**config.mk**
```make
export PLATFORM = sky130hd
export DESIGN_NAME = csr_access_unit
export DESIGN_NICKNAME = d
export VERILOG_FILES = /design/src/rtl/csr_pkg.sv /design/src/rtl/csr_op_decode.sv /design/src/rtl/csr_access_unit.sv
export SDC_FILE = /design/constraint.sdc
export NUM_CORES = 1
export LEC_CHECK = 0
export CAP_MARGIN = 20
export CORE_MARGIN = 2
export CORE_UTILIZATION = 40
export DETAILED_ROUTE_END_ITERATION = 10
export PLACE_DENSITY = 0.78
export SKIP_CTS_REPAIR_TIMING = 1
export SYNTH_ARGS = -nofsm -noshare
export SYNTH_HDL_FRONTEND = slang
export SYNTH_SLANG_ARGS = --single-unit
```
**constraint.sdc**
```tcl
create_clock -name clk_i -period 3.12 [get_ports clk_i]
set_input_delay 0.624 -clock clk_i [delete_from_list [all_inputs] [get_ports clk_i]]
set_output_delay 0.624 -clock clk_i [all_outputs]
set_load 0.05 [all_outputs]
```
**src/rtl/csr_pkg.sv**
```systemverilog
// ----------------------------------------------------------------------------
// csr_pkg
// Shared definitions for the CSR access unit and its decoder:
//   - Zicsr funct3 encodings (register and immediate forms)
//   - access FSM state encoding
//   - CSR address constants and a read-only address helper
// ----------------------------------------------------------------------------
package csr_pkg;

    // Zicsr funct3 encodings
    localparam logic [2:0] CSR_F3_RW  = 3'b001;
    localparam logic [2:0] CSR_F3_RS  = 3'b010;
    localparam logic [2:0] CSR_F3_RC  = 3'b011;
    localparam logic [2:0] CSR_F3_RWI = 3'b101;
    localparam logic [2:0] CSR_F3_RSI = 3'b110;
    localparam logic [2:0] CSR_F3_RCI = 3'b111;

    // Address bits [11:10] == 2'b11 mark a read-only CSR
    localparam logic [1:0]  CSR_RO_PREFIX = 2'b11;
    localparam logic [11:0] CSR_MISA_ADDR = 12'h301;

    // Access FSM states
    typedef enum logic [1:0] {
        CSR_ST_IDLE   = 2'b00,
        CSR_ST_ACCESS = 2'b01,
        CSR_ST_RESP   = 2'b10
    } csr_state_e;

    // True when the address lies in the read-only CSR space
    function automatic logic csr_is_read_only(input logic [11:0] addr);
        return (addr[11:10] == CSR_RO_PREFIX);
    endfunction

endpackage

```
**src/rtl/csr_op_decode.sv**
```systemverilog
// ----------------------------------------------------------------------------
// csr_op_decode
// Purely combinational decode of one Zicsr instruction into the set/clear
// masks driven on the CSR bus, plus the write-intent and illegal flags.
//
// Ports:
//   funct3_i        instruction funct3
//   src_i           rs1 value or zero-extended uimm
//   src_zero_i      rs1 == x0 or uimm == 0
//   addr_i          CSR address
//   set_o           bits to set on the bus
//   clear_o         bits to clear on the bus (never overlaps set_o)
//   write_intent_o  instruction architecturally writes the CSR
//   illegal_o       illegal funct3, or write intent to a read-only CSR
// ----------------------------------------------------------------------------
module csr_op_decode
    import csr_pkg::*;
(
    input  logic [2:0]  funct3_i,
    input  logic [31:0] src_i,
    input  logic        src_zero_i,
    input  logic [11:0] addr_i,
    output logic [31:0] set_o,
    output logic [31:0] clear_o,
    output logic        write_intent_o,
    output logic        illegal_o
);

    logic bad_funct3_s;
    logic unused_addr_s;

    // Only the read-only prefix bits of the address matter here
    assign unused_addr_s = ^addr_i[9:0];

    // Map funct3 onto set/clear masks; set-and-clear with src==0 stays a pure read
    always_comb begin
        set_o          = 32'h0000_0000;
        clear_o        = 32'h0000_0000;
        write_intent_o = 1'b0;
        bad_funct3_s   = 1'b0;
        case (funct3_i)
            CSR_F3_RW, CSR_F3_RWI: begin
                set_o          = src_i;
                clear_o        = ~src_i;
                write_intent_o = 1'b1;
            end
            CSR_F3_RS, CSR_F3_RSI: begin
                write_intent_o = ~src_zero_i;
                if (src_zero_i) begin
                    set_o = 32'h0000_0000;
                end else begin
                    set_o = src_i;
                end
            end
            CSR_F3_RC, CSR_F3_RCI: begin
                write_intent_o = ~src_zero_i;
                if (src_zero_i) begin
                    clear_o = 32'h0000_0000;
                end else begin
                    clear_o = src_i;
                end
            end
            default: begin
                bad_funct3_s = 1'b1;
            end
        endcase
        illegal_o = bad_funct3_s | (write_intent_o & csr_is_read_only(addr_i));
    end

endmodule

```
**src/rtl/csr_access_unit.sv**
```systemverilog
// ----------------------------------------------------------------------------
// csr_access_unit
// Initiator side of the CSR register bus. Accepts one decoded Zicsr
// instruction from execute, runs an en/addr/set/clear bus cycle against the
// OR-combined CSR responders, captures the pre-write value on ack and returns
// rd data or an illegal-instruction flag.
//
// Configuration macro:
//   CSR_ACCESS_TIMEOUT_EN  defined: ACCESS waits up to TIMEOUT_CYCLES for ack
//                          undefined: ACCESS lasts exactly one cycle
//
// Ports:
//   clk_i, rst_i                  clock, synchronous active-high reset
//   req_valid_i / req_ready_o     request handshake (ready only in IDLE)
//   req_funct3_i, req_addr_i      instruction funct3 and CSR address
//   req_src_i, req_src_zero_i     rs1/uimm value and its "is zero" flag
//   csr_en_o, csr_addr_o          bus cycle strobe and address
//   csr_set_o, csr_clear_o        bus set/clear masks
//   csr_ack_i, csr_rdata_i        responder ack and pre-write value
//   resp_valid_o / resp_ready_i   response handshake
//   resp_rdata_o, resp_illegal_o  old CSR value, illegal-instruction flag
//   flush_i                       pipeline flush
// ----------------------------------------------------------------------------
module csr_access_unit
    import csr_pkg::*;
#(
    parameter int unsigned TIMEOUT_CYCLES = 4
) (
    input  logic        clk_i,
    input  logic        rst_i,
    input  logic        req_valid_i,
    output logic        req_ready_o,
    input  logic [2:0]  req_funct3_i,
    input  logic [11:0] req_addr_i,
    input  logic [31:0] req_src_i,
    input  logic        req_src_zero_i,
    output logic        csr_en_o,
    output logic [11:0] csr_addr_o,
    output logic [31:0] csr_set_o,
    output logic [31:0] csr_clear_o,
    input  logic        csr_ack_i,
    input  logic [31:0] csr_rdata_i,
    output logic        resp_valid_o,
    input  logic        resp_ready_i,
    output logic [31:0] resp_rdata_o,
    output logic        resp_illegal_o,
    input  logic        flush_i
);

    csr_state_e  state_q, state_d;
    logic        csr_en_q, csr_en_d;
    logic [11:0] csr_addr_q, csr_addr_d;
    logic [31:0] csr_set_q, csr_set_d;
    logic [31:0] csr_clear_q, csr_clear_d;
    logic        resp_valid_q, resp_valid_d;
    logic [31:0] resp_rdata_q, resp_rdata_d;
    logic        resp_illegal_q, resp_illegal_d;

    logic [31:0] dec_set_s;
    logic [31:0] dec_clear_s;
    logic        dec_illegal_s;
    logic        unused_wr_intent_s;
    logic        accept_s;

`ifdef CSR_ACCESS_TIMEOUT_EN
    // Counter value on the last permitted un-acked ACCESS cycle
    localparam logic [3:0] WAIT_LAST = 4'(TIMEOUT_CYCLES - 32'd1);
    logic [3:0] wait_cnt_q, wait_cnt_d;
`else
    logic unused_timeout_s;
    assign unused_timeout_s = (TIMEOUT_CYCLES == 32'd0);
`endif

    // Decode straight from the request so the pre-checks resolve at accept
    csr_op_decode u_decode (
        .funct3_i       (req_funct3_i),
        .src_i          (req_src_i),
        .src_zero_i     (req_src_zero_i),
        .addr_i         (req_addr_i),
        .set_o          (dec_set_s),
        .clear_o        (dec_clear_s),
        .write_intent_o (unused_wr_intent_s),
        .illegal_o      (dec_illegal_s)
    );

    // A flush in IDLE swallows the request offered in that cycle
    assign accept_s = req_valid_i & (state_q == CSR_ST_IDLE) & ~flush_i;

    // Next-state and registered-output computation
    always_comb begin
        state_d        = state_q;
        csr_en_d       = csr_en_q;
        csr_addr_d     = csr_addr_q;
        csr_set_d      = csr_set_q;
        csr_clear_d    = csr_clear_q;
        resp_valid_d   = resp_valid_q;
        resp_rdata_d   = resp_rdata_q;
        resp_illegal_d = resp_illegal_q;
`ifdef CSR_ACCESS_TIMEOUT_EN
        wait_cnt_d     = wait_cnt_q;
`endif
        case (state_q)
            CSR_ST_IDLE: begin
                if (accept_s) begin
                    if (dec_illegal_s) begin
                        // Rejected before any bus cycle: no side effects
                        state_d        = CSR_ST_RESP;
                        resp_valid_d   = 1'b1;
                        resp_rdata_d   = 32'h0000_0000;
                        resp_illegal_d = 1'b1;
                    end else begin
                        state_d     = CSR_ST_ACCESS;
                        csr_en_d    = 1'b1;
                        csr_addr_d  = req_addr_i;
                        csr_set_d   = dec_set_s;
                        csr_clear_d = dec_clear_s;
`ifdef CSR_ACCESS_TIMEOUT_EN
                        wait_cnt_d  = 4'd0;
`endif
                    end
                end else begin
                    state_d = CSR_ST_IDLE;
                end
            end
            CSR_ST_ACCESS: begin
                // flush_i is ignored here: the write may already have landed
                if (csr_ack_i) begin
                    state_d        = CSR_ST_RESP;
                    csr_en_d       = 1'b0;
                    csr_addr_d     = 12'h000;
                    csr_set_d      = 32'h0000_0000;
                    csr_clear_d    = 32'h0000_0000;
                    resp_valid_d   = 1'b1;
                    resp_rdata_d   = csr_rdata_i;
                    resp_illegal_d = 1'b0;
                end else begin
`ifdef CSR_ACCESS_TIMEOUT_EN
                    if (wait_cnt_q == WAIT_LAST) begin
                        state_d        = CSR_ST_RESP;
                        csr_en_d       = 1'b0;
                        csr_addr_d     = 12'h000;
                        csr_set_d      = 32'h0000_0000;
                        csr_clear_d    = 32'h0000_0000;
                        resp_valid_d   = 1'b1;
                        resp_rdata_d   = 32'h0000_0000;
                        resp_illegal_d = 1'b1;
                    end else begin
                        wait_cnt_d = wait_cnt_q + 4'd1;
                    end
`else
                    // No responder claimed the address
                    state_d        = CSR_ST_RESP;
                    csr_en_d       = 1'b0;
                    csr_addr_d     = 12'h000;
                    csr_set_d      = 32'h0000_0000;
                    csr_clear_d    = 32'h0000_0000;
                    resp_valid_d   = 1'b1;
                    resp_rdata_d   = 32'h0000_0000;
                    resp_illegal_d = 1'b1;
`endif
                end
            end
            CSR_ST_RESP: begin
                if (flush_i || resp_ready_i) begin
                    state_d        = CSR_ST_IDLE;
                    resp_valid_d   = 1'b0;
                    resp_rdata_d   = 32'h0000_0000;
                    resp_illegal_d = 1'b0;
                end else begin
                    state_d = CSR_ST_RESP;
                end
            end
            default: begin
                state_d        = CSR_ST_IDLE;
                csr_en_d       = 1'b0;
                csr_addr_d     = 12'h000;
                csr_set_d      = 32'h0000_0000;
                csr_clear_d    = 32'h0000_0000;
                resp_valid_d   = 1'b0;
                resp_rdata_d   = 32'h0000_0000;
                resp_illegal_d = 1'b0;
            end
        endcase
    end

    // State and output registers
    always_ff @(posedge clk_i) begin
        if (rst_i) begin
            state_q        <= CSR_ST_IDLE;
            csr_en_q       <= 1'b0;
            csr_addr_q     <= 12'h000;
            csr_set_q      <= 32'h0000_0000;
            csr_clear_q    <= 32'h0000_0000;
            resp_valid_q   <= 1'b0;
            resp_rdata_q   <= 32'h0000_0000;
            resp_illegal_q <= 1'b0;
`ifdef CSR_ACCESS_TIMEOUT_EN
            wait_cnt_q     <= 4'd0;
`endif
        end else begin
            state_q        <= state_d;
            csr_en_q       <= csr_en_d;
            csr_addr_q     <= csr_addr_d;
            csr_set_q      <= csr_set_d;
            csr_clear_q    <= csr_clear_d;
            resp_valid_q   <= resp_valid_d;
            resp_rdata_q   <= resp_rdata_d;
            resp_illegal_q <= resp_illegal_d;
`ifdef CSR_ACCESS_TIMEOUT_EN
            wait_cnt_q     <= wait_cnt_d;
`endif
        end
    end

    assign req_ready_o    = (state_q == CSR_ST_IDLE);
    assign csr_en_o       = csr_en_q;
    assign csr_addr_o     = csr_addr_q;
    assign csr_set_o      = csr_set_q;
    assign csr_clear_o    = csr_clear_q;
    assign resp_valid_o   = resp_valid_q;
    assign resp_rdata_o   = resp_rdata_q;
    assign resp_illegal_o = resp_illegal_q;

endmodule

```
==> flow_summary.json, run 1 <==
{
  "outcome": "complete, no violations",
  "clock-root-buffer": "clkbuf_8",
  "utilization_pct": 66.5,
  "synth_cell_types": 30,
  "design_area_mm2": 0.00693,
  "fmax_mhz": 389,
  "fin_crit_sh_pct": 82.5,
  "critPathTopFamily": "buffers and inverters",
  "ys_warn_count": 0,
  "clk_pin_slew_worst_paths_ns": 0.05,
  "cp_num_buf_inv": 1,
  "start_kind": "flop",
  "numPortBuffers": 196,
  "critical_path_depth": 2,
  "cts_buffers": 17,
  "critPathCapture": "req_ready_o",
  "ys_ff_latch": 113,
  "p_total_mw": 3.96,
  "crit_required_ns": 2.50,
  "grt.met2_usage_pct": 36.7,
  "power_frac_comb_pct": 12.7,
  "cts_tree": "yes",
  "cp_slowest_cell": "clkdlybuf4s50_1",
  "final_antenna_net_count": 0,
  "fin_setup_tns_ns": 0,
  "mappedNetlistArea_mm2": 0.00433,
  "grt_max_degree": 93,
  "r2r_slack_ns": 1.25,
  "clockBufferDepth": 2,
  "firstDrtPassIters": 4,
  "insertion_delay_ns": 0.50,
  "rsz0062_at_grt": "false",
  "die_h_um": 108,
  "yosysSeqAreaShare_pct": 52.3,
  "slew_headroom_pct": 42.9,
  "synthAdderAreaFrac_pct": 0,
  "r2r_start": "state_q[0]",
  "grt_pass1_wl_um": 20400,
  "ir_worst_vdd_mv": 0.362,
  "critPathKind": "reg2out",
  "via_per_inst": 5.22,
  "hold_start": "csr_addr_o[7]",
  "antenna_found_initial": 0,
  "start_util_pct": 41.5,
  "slew_viol_final": 0,
  "track_usage_pct": 22.2,
  "sw_frac_of_total_pct": 24.0,
  "antenna_cells": 0,
  "period_minus_slack_ns": 2.57,
  "synth_top_family_by_area": "compound AO/OA/AOI/OAI gates",
  "area_delta_synth_final_pct": 60.2,
  "yosys.area_share.simple_pct": 18.8,
  "via_count": 4223,
  "nNetsFinal": 747,
  "cpPeakStageDelay_ns": 0.85,
  "cts_sinks": 113,
  "grt_pass1_vias": 4118,
  "use_met3_pct": 11.9,
  "power_density_mw_per_mm2": 572,
  "synthArstFlopShare_pct": 0,
  "yosys.area.top_type": "dfxtp_1",
  "dpl_cell_area_mm2": 0.00632,
  "hold_viol_final": 0,
  "ioPinCount": 198,
  "die_area_mm2": 0.0117,
  "synth.area.mux_share_pct": 0,
  "skew_ns": 0.00949,
  "reg2reg_depth": 4,
  "wl_per_cell_um": 16.0,
  "drc": 0,
  "busiest_layer": "met2",
  "rows": 37,
  "gp_congestion": 0.788,
  "worst_slew_pin_slew_ns": 0.855,
  "p_int_mw": 3.01,
  "synth_compound_gate_area_share_pct": 23.4,
  "synth_xor_area_share_pct": 0,
  "crit_fanout": 6,
  "drive_above_1_share_pct": 7.13,
  "setup_slack_ns": 0.547,
  "hold_path_class": "reg2reg",
  "use_met1_pct": 25.1,
  "r2r-end": "resp_rdata_o[27]",
  "p_switching_mw": 0.952,
  "pre_cts_ws_ns": 0.512,
  "synth_nets": 568,
  "synth_edf_count": 0,
  "p_seq_share_pct": 37.8,
  "leakage_nw": 2.47,
  "wirelength_um": 13000,
  "yosys-top-cells-area": "dfxtp_1, nand3_1, a22o_1",
  "postSynthAreaPerCell_um2": 8.97,
  "finalSetupViolCount": 0,
  "cp-end-kind": "output pin",
  "dp_hpwl_um": 8770,
  "drtIter0Drc": 248,
  "path_cells": "nor2_4 > clkdlybuf4s50_1",
  "synth_cells": 482,
  "die_x_um": 108,
  "yosys.area.top_type_share_pct": 52.3,
  "ys_dominant_reg_cell": "dfxtp_1",
  "arrival_ns": 1.95,
  "clkPwrFrac_pct": 49.5,
  "grt_overflow_total": 0,
  "startpoint": "state_q[0]",
  "core_area_mm2": 0.0104,
  "cts_max_level": 4,
  "cap_violations": 0
}
## power groups by stage
stage                     Combinational [mW]  Sequential (mW)  Clock [mW]
after detailed placement               0.502             1.53           0
after global routing                   0.536             1.50        2.07
after global placement                 0.494             1.53           0
final                                  0.503             1.50        1.96
after CTS                              0.505             1.50        2.00
after floorplan                        0.175             1.64           0
## kinds of logic after synthesis
| group | after synthesis |
|---|---|
| AND/OR/NAND/NOR | 171 |
| flip-flops | 113 |
| buffers and inverters | 46 |
| AO/OA/AOI/OAI | 152 |
## placed cells by master, fill, tap and decap left out, types with 2 or more instances in the layout
cell type,synthesis,layout
nand2b_1,16,16
clkbuf_16,0,16
o21ai_0,36,36
o31ai_1,32,32
clkinv_2,0,3
nor2_4,1,2
clkinvlp_4,0,2
nand2_1,34,34
bufinv_16,0,4
clkbuf_1,17,2
clkbuf_8,0,3
a21oi_1,37,37
nor2_1,36,35
clkdlybuf4s50_1,0,196
buf_4,4,9
a22o_1,32,32
o21ai_1,8,8
dfxtp_1,113,113
nand3_1,76,76
## stage by stage
| step | hold WS (ns) | std cells |
|---|---|---|
| after floorplan | 0.598 | 482 |
| after global placement | 0.445 | 778 |
| after detailed placement | 0.450 | 778 |
| after CTS | 0.457 | 809 |
| after global routing | 0.485 | 809 |
| final | 0.452 | 809 |
## worst register-to-register path: cells and delay by family (launching register included)
kind,cells,cell delay (ns)
AO/OA/AOI/OAI,3,1.20
flip-flops,1,0.41
AND/OR/NAND/NOR,1,0.20
## flip-flops by register name, summed over array words and instances (netlist names)
signal / count
csr_clear_o: 32
resp_rdata_o: 32
resp_illegal_o: 1
csr_set_o: 32
resp_valid_o: 1
csr_addr_o: 12
csr_en_o: 1
state_q: 2
## worst min path at each step
stage	endpoint	slack, ns	cells past startpoint
final	csr_addr_o[7]	0.45	2
after global routing	csr_set_o[5]	0.49	2
after CTS	csr_addr_o[7]	0.46	2
after detailed placement	csr_addr_o[7]	0.45	2
after global placement	csr_addr_o[6]	0.44	2
after floorplan	resp_illegal_o	0.60	2
## metal layers
metal | routed length (um) | up-vias
met5 | 0 | -
met4 | 124 | 0
met3 | 1560 | 14
met2 | 6090 | 163
met1 | 5200 | 1960
li1 | - | 2086
## synthesized netlist by cell type (all sizes together) (2+ instances only)
| library cell | count |
|---|---|
| a21oi | 38 |
| a22o | 32 |
| buf | 29 |
| clkbuf | 17 |
| dfxtp | 113 |
| nand2 | 34 |
| nand2b | 16 |
| nand3 | 76 |
| nor2 | 37 |
| nor2b | 2 |
| o21ai | 44 |
| o31ai | 32 |
## final cells by class
type,count,area (um2)
clock buffers,21,449
clock inverters,10,159
fillers,842,3490
multi-input cells,323,1840
flip-flops and latches,113,2260
well taps,136,170
repair buffers,206,2050
Power figures use the tool's default switching activity.
==> run 2, diff against run 1 <==
CORE_UTILIZATION = 37   (was 40)
PLACE_DENSITY = 0.76   (was 0.78)
clock period = 2.3 ns   (was 3.12 ns; I/O delays follow)
==> flow_summary.json, run 2 (synthesis gave the netlist of run 1 again) <==
{
  "rows": 39,
  "skew_ns": 0.00617,
  "drive_above_1_share_pct": 8.09,
  "clock-root-buffer": "clkbuf_16",
  "cp_slowest_cell": "clkdlybuf4s50_1",
  "fill_cells": 976,
  "critical_path_depth": 1,
  "clockBufferDepth": 2,
  "cts_tree": "yes",
  "dp_hpwl_um": 9260,
  "die_x_um": 112,
  "track_usage_pct": 21.2,
  "finalSetupViolCount": 0,
  "wl_met3_um": 1220,
  "critPathTopFamily": "buffers and inverters",
  "via_count": 4261,
  "antenna_cells": 0,
  "firstDrtPassIters": 4,
  "cts_sinks": 113,
  "crit_required_ns": 1.84,
  "numPortBuffers": 196,
  "clk_pin_slew_worst_paths_ns": 0.05,
  "crit_fanout": 2,
  "outcome": "complete, no violations",
  "layout_common_cells": "clkdlybuf4s50_1, dfxtp_1, nand3_1",
  "arrival_ns": 1.62,
  "p_total_mw": 5.38,
  "cts_buffers": 17,
  "holdPathStages": 2,
  "critPathKind": "reg2out",
  "antenna_found_initial": 0,
  "utilization_pct": 61.7,
  "layout_commonest_cell": "clkdlybuf4s50_1",
  "startpoint": "csr_set_o[29]",
  "drc": 0,
  "slew_headroom_pct": 46.6,
  "cts_max_level": 4,
  "cp_num_buf_inv": 1,
  "leakage_nw": 2.53,
  "power_density_mw_per_mm2": 764,
  "slew_viol_final": 0,
  "gp_congestion": 0.824,
  "core_area_mm2": 0.0114,
  "path_cells": "clkdlybuf4s50_1",
  "hold_path_class": "reg2reg",
  "die_area_mm2": 0.0126,
  "dr_wl_met2_um": 6590,
  "fin_crit_sh_pct": 90.3,
  "cap_violations": 0,
  "rsz0062_at_grt": "false",
  "ioPinCount": 198,
  "via_per_inst": 5.18,
  "nNetsFinal": 754,
  "start_util_pct": 37.9,
  "hold_viol_final": 0,
  "r2r_start": "state_q[0]",
  "worst_slew_pin_slew_ns": 0.800,
  "met1_length_um": 5410,
  "grt_pass1_wl_um": 21300,
  "die_h_um": 112,
  "period_minus_slack_ns": 2.08,
  "hold_start": "csr_addr_o[8]",
  "cpPeakStageDelay_ns": 0.84,
  "grt_pass1_vias": 4169,
  "fmax_mhz": 482,
  "final_antenna_net_count": 0,
  "drtIter0Drc": 286,
  "insertion_delay_ns": 0.41,
  "grt_overflow_total": 0,
  "wl_per_cell_um": 16.3,
  "reg2reg_depth": 4,
  "grt_max_degree": 57,
  "top_layer": "met4",
  "area_delta_synth_final_pct": 62.9,
  "wirelength_um": 13400,
  "ir_worst_vdd_mv": 0.719,
  "start_kind": "flop",
  "cp-end-kind": "output pin"
}
run 2: changes by cell type in the layout (fill, tap and decap cells not counted), moves of 2 or more:
cell / delta
buf_12: +5
clkbuf_8: +4
buf_4: +3
bufinv_16: -2
clkinvlp_4: -2
run 2: final timing paths:
path / to / slack, ns
worst max-delay path: csr_set_o[29] / 0.22
worst min-delay path: csr_addr_o[8] / 0.46
worst max register to register: resp_rdata_o[11] / 0.47
worst min register to register: csr_addr_o[8] / 0.46
run 2: area by class of cell:
type / count / area (um2) / share of cell area (%)
clock buffers: 27 / 533 / 7.56
clock inverters: 4 / 70.1 / 0.994
multi-input cells: 323 / 1840 / 26.1
flip-flops and latches: 113 / 2260 / 32.1
well taps: 143 / 179 / 2.54
repair buffers: 213 / 2160 / 30.7
run 2: per-stage QoR:
step | TNS [ns] | instances | worst slack [ns] | area (um2) | hold slack (ns)
2_1_floorplan | 0 | 482 | 0.734 | 4330 | 0.593
6_report | 0 | 823 | 0.224 | 7050 | 0.463
3_3_place_gp | -1.66 | 792 | -0.0551 | 6440 | 0.442
4_1_cts | 0 | 823 | 0.196 | 7050 | 0.463
5_1_grt | 0 | 823 | 0.162 | 7050 | 0.483
3_5_place_dp | -2.30 | 792 | -0.0867 | 6440 | 0.456
run 2: layer usage:
| metal | GRT usage [%] | up-vias |
|---|---|---|
| li1 | - | 2099 |
| met1 | 24.4 | 1965 |
| met2 | 34.8 | 181 |
| met3 | 9.29 | 16 |
| met4 | 8.21 | 0 |
| met5 | 0 | - |
run 2: power breakdown:
| part | leakage (nW) | switching, mW | internal [mW] |
|---|---|---|---|
| sequential | 0.914 | 0.0276 | 2.01 |
| combinational | 1.32 | 0.411 | 0.297 |
| clock | 0.299 | 0.855 | 1.79 |
| total | 2.53 | 1.29 | 4.09 |
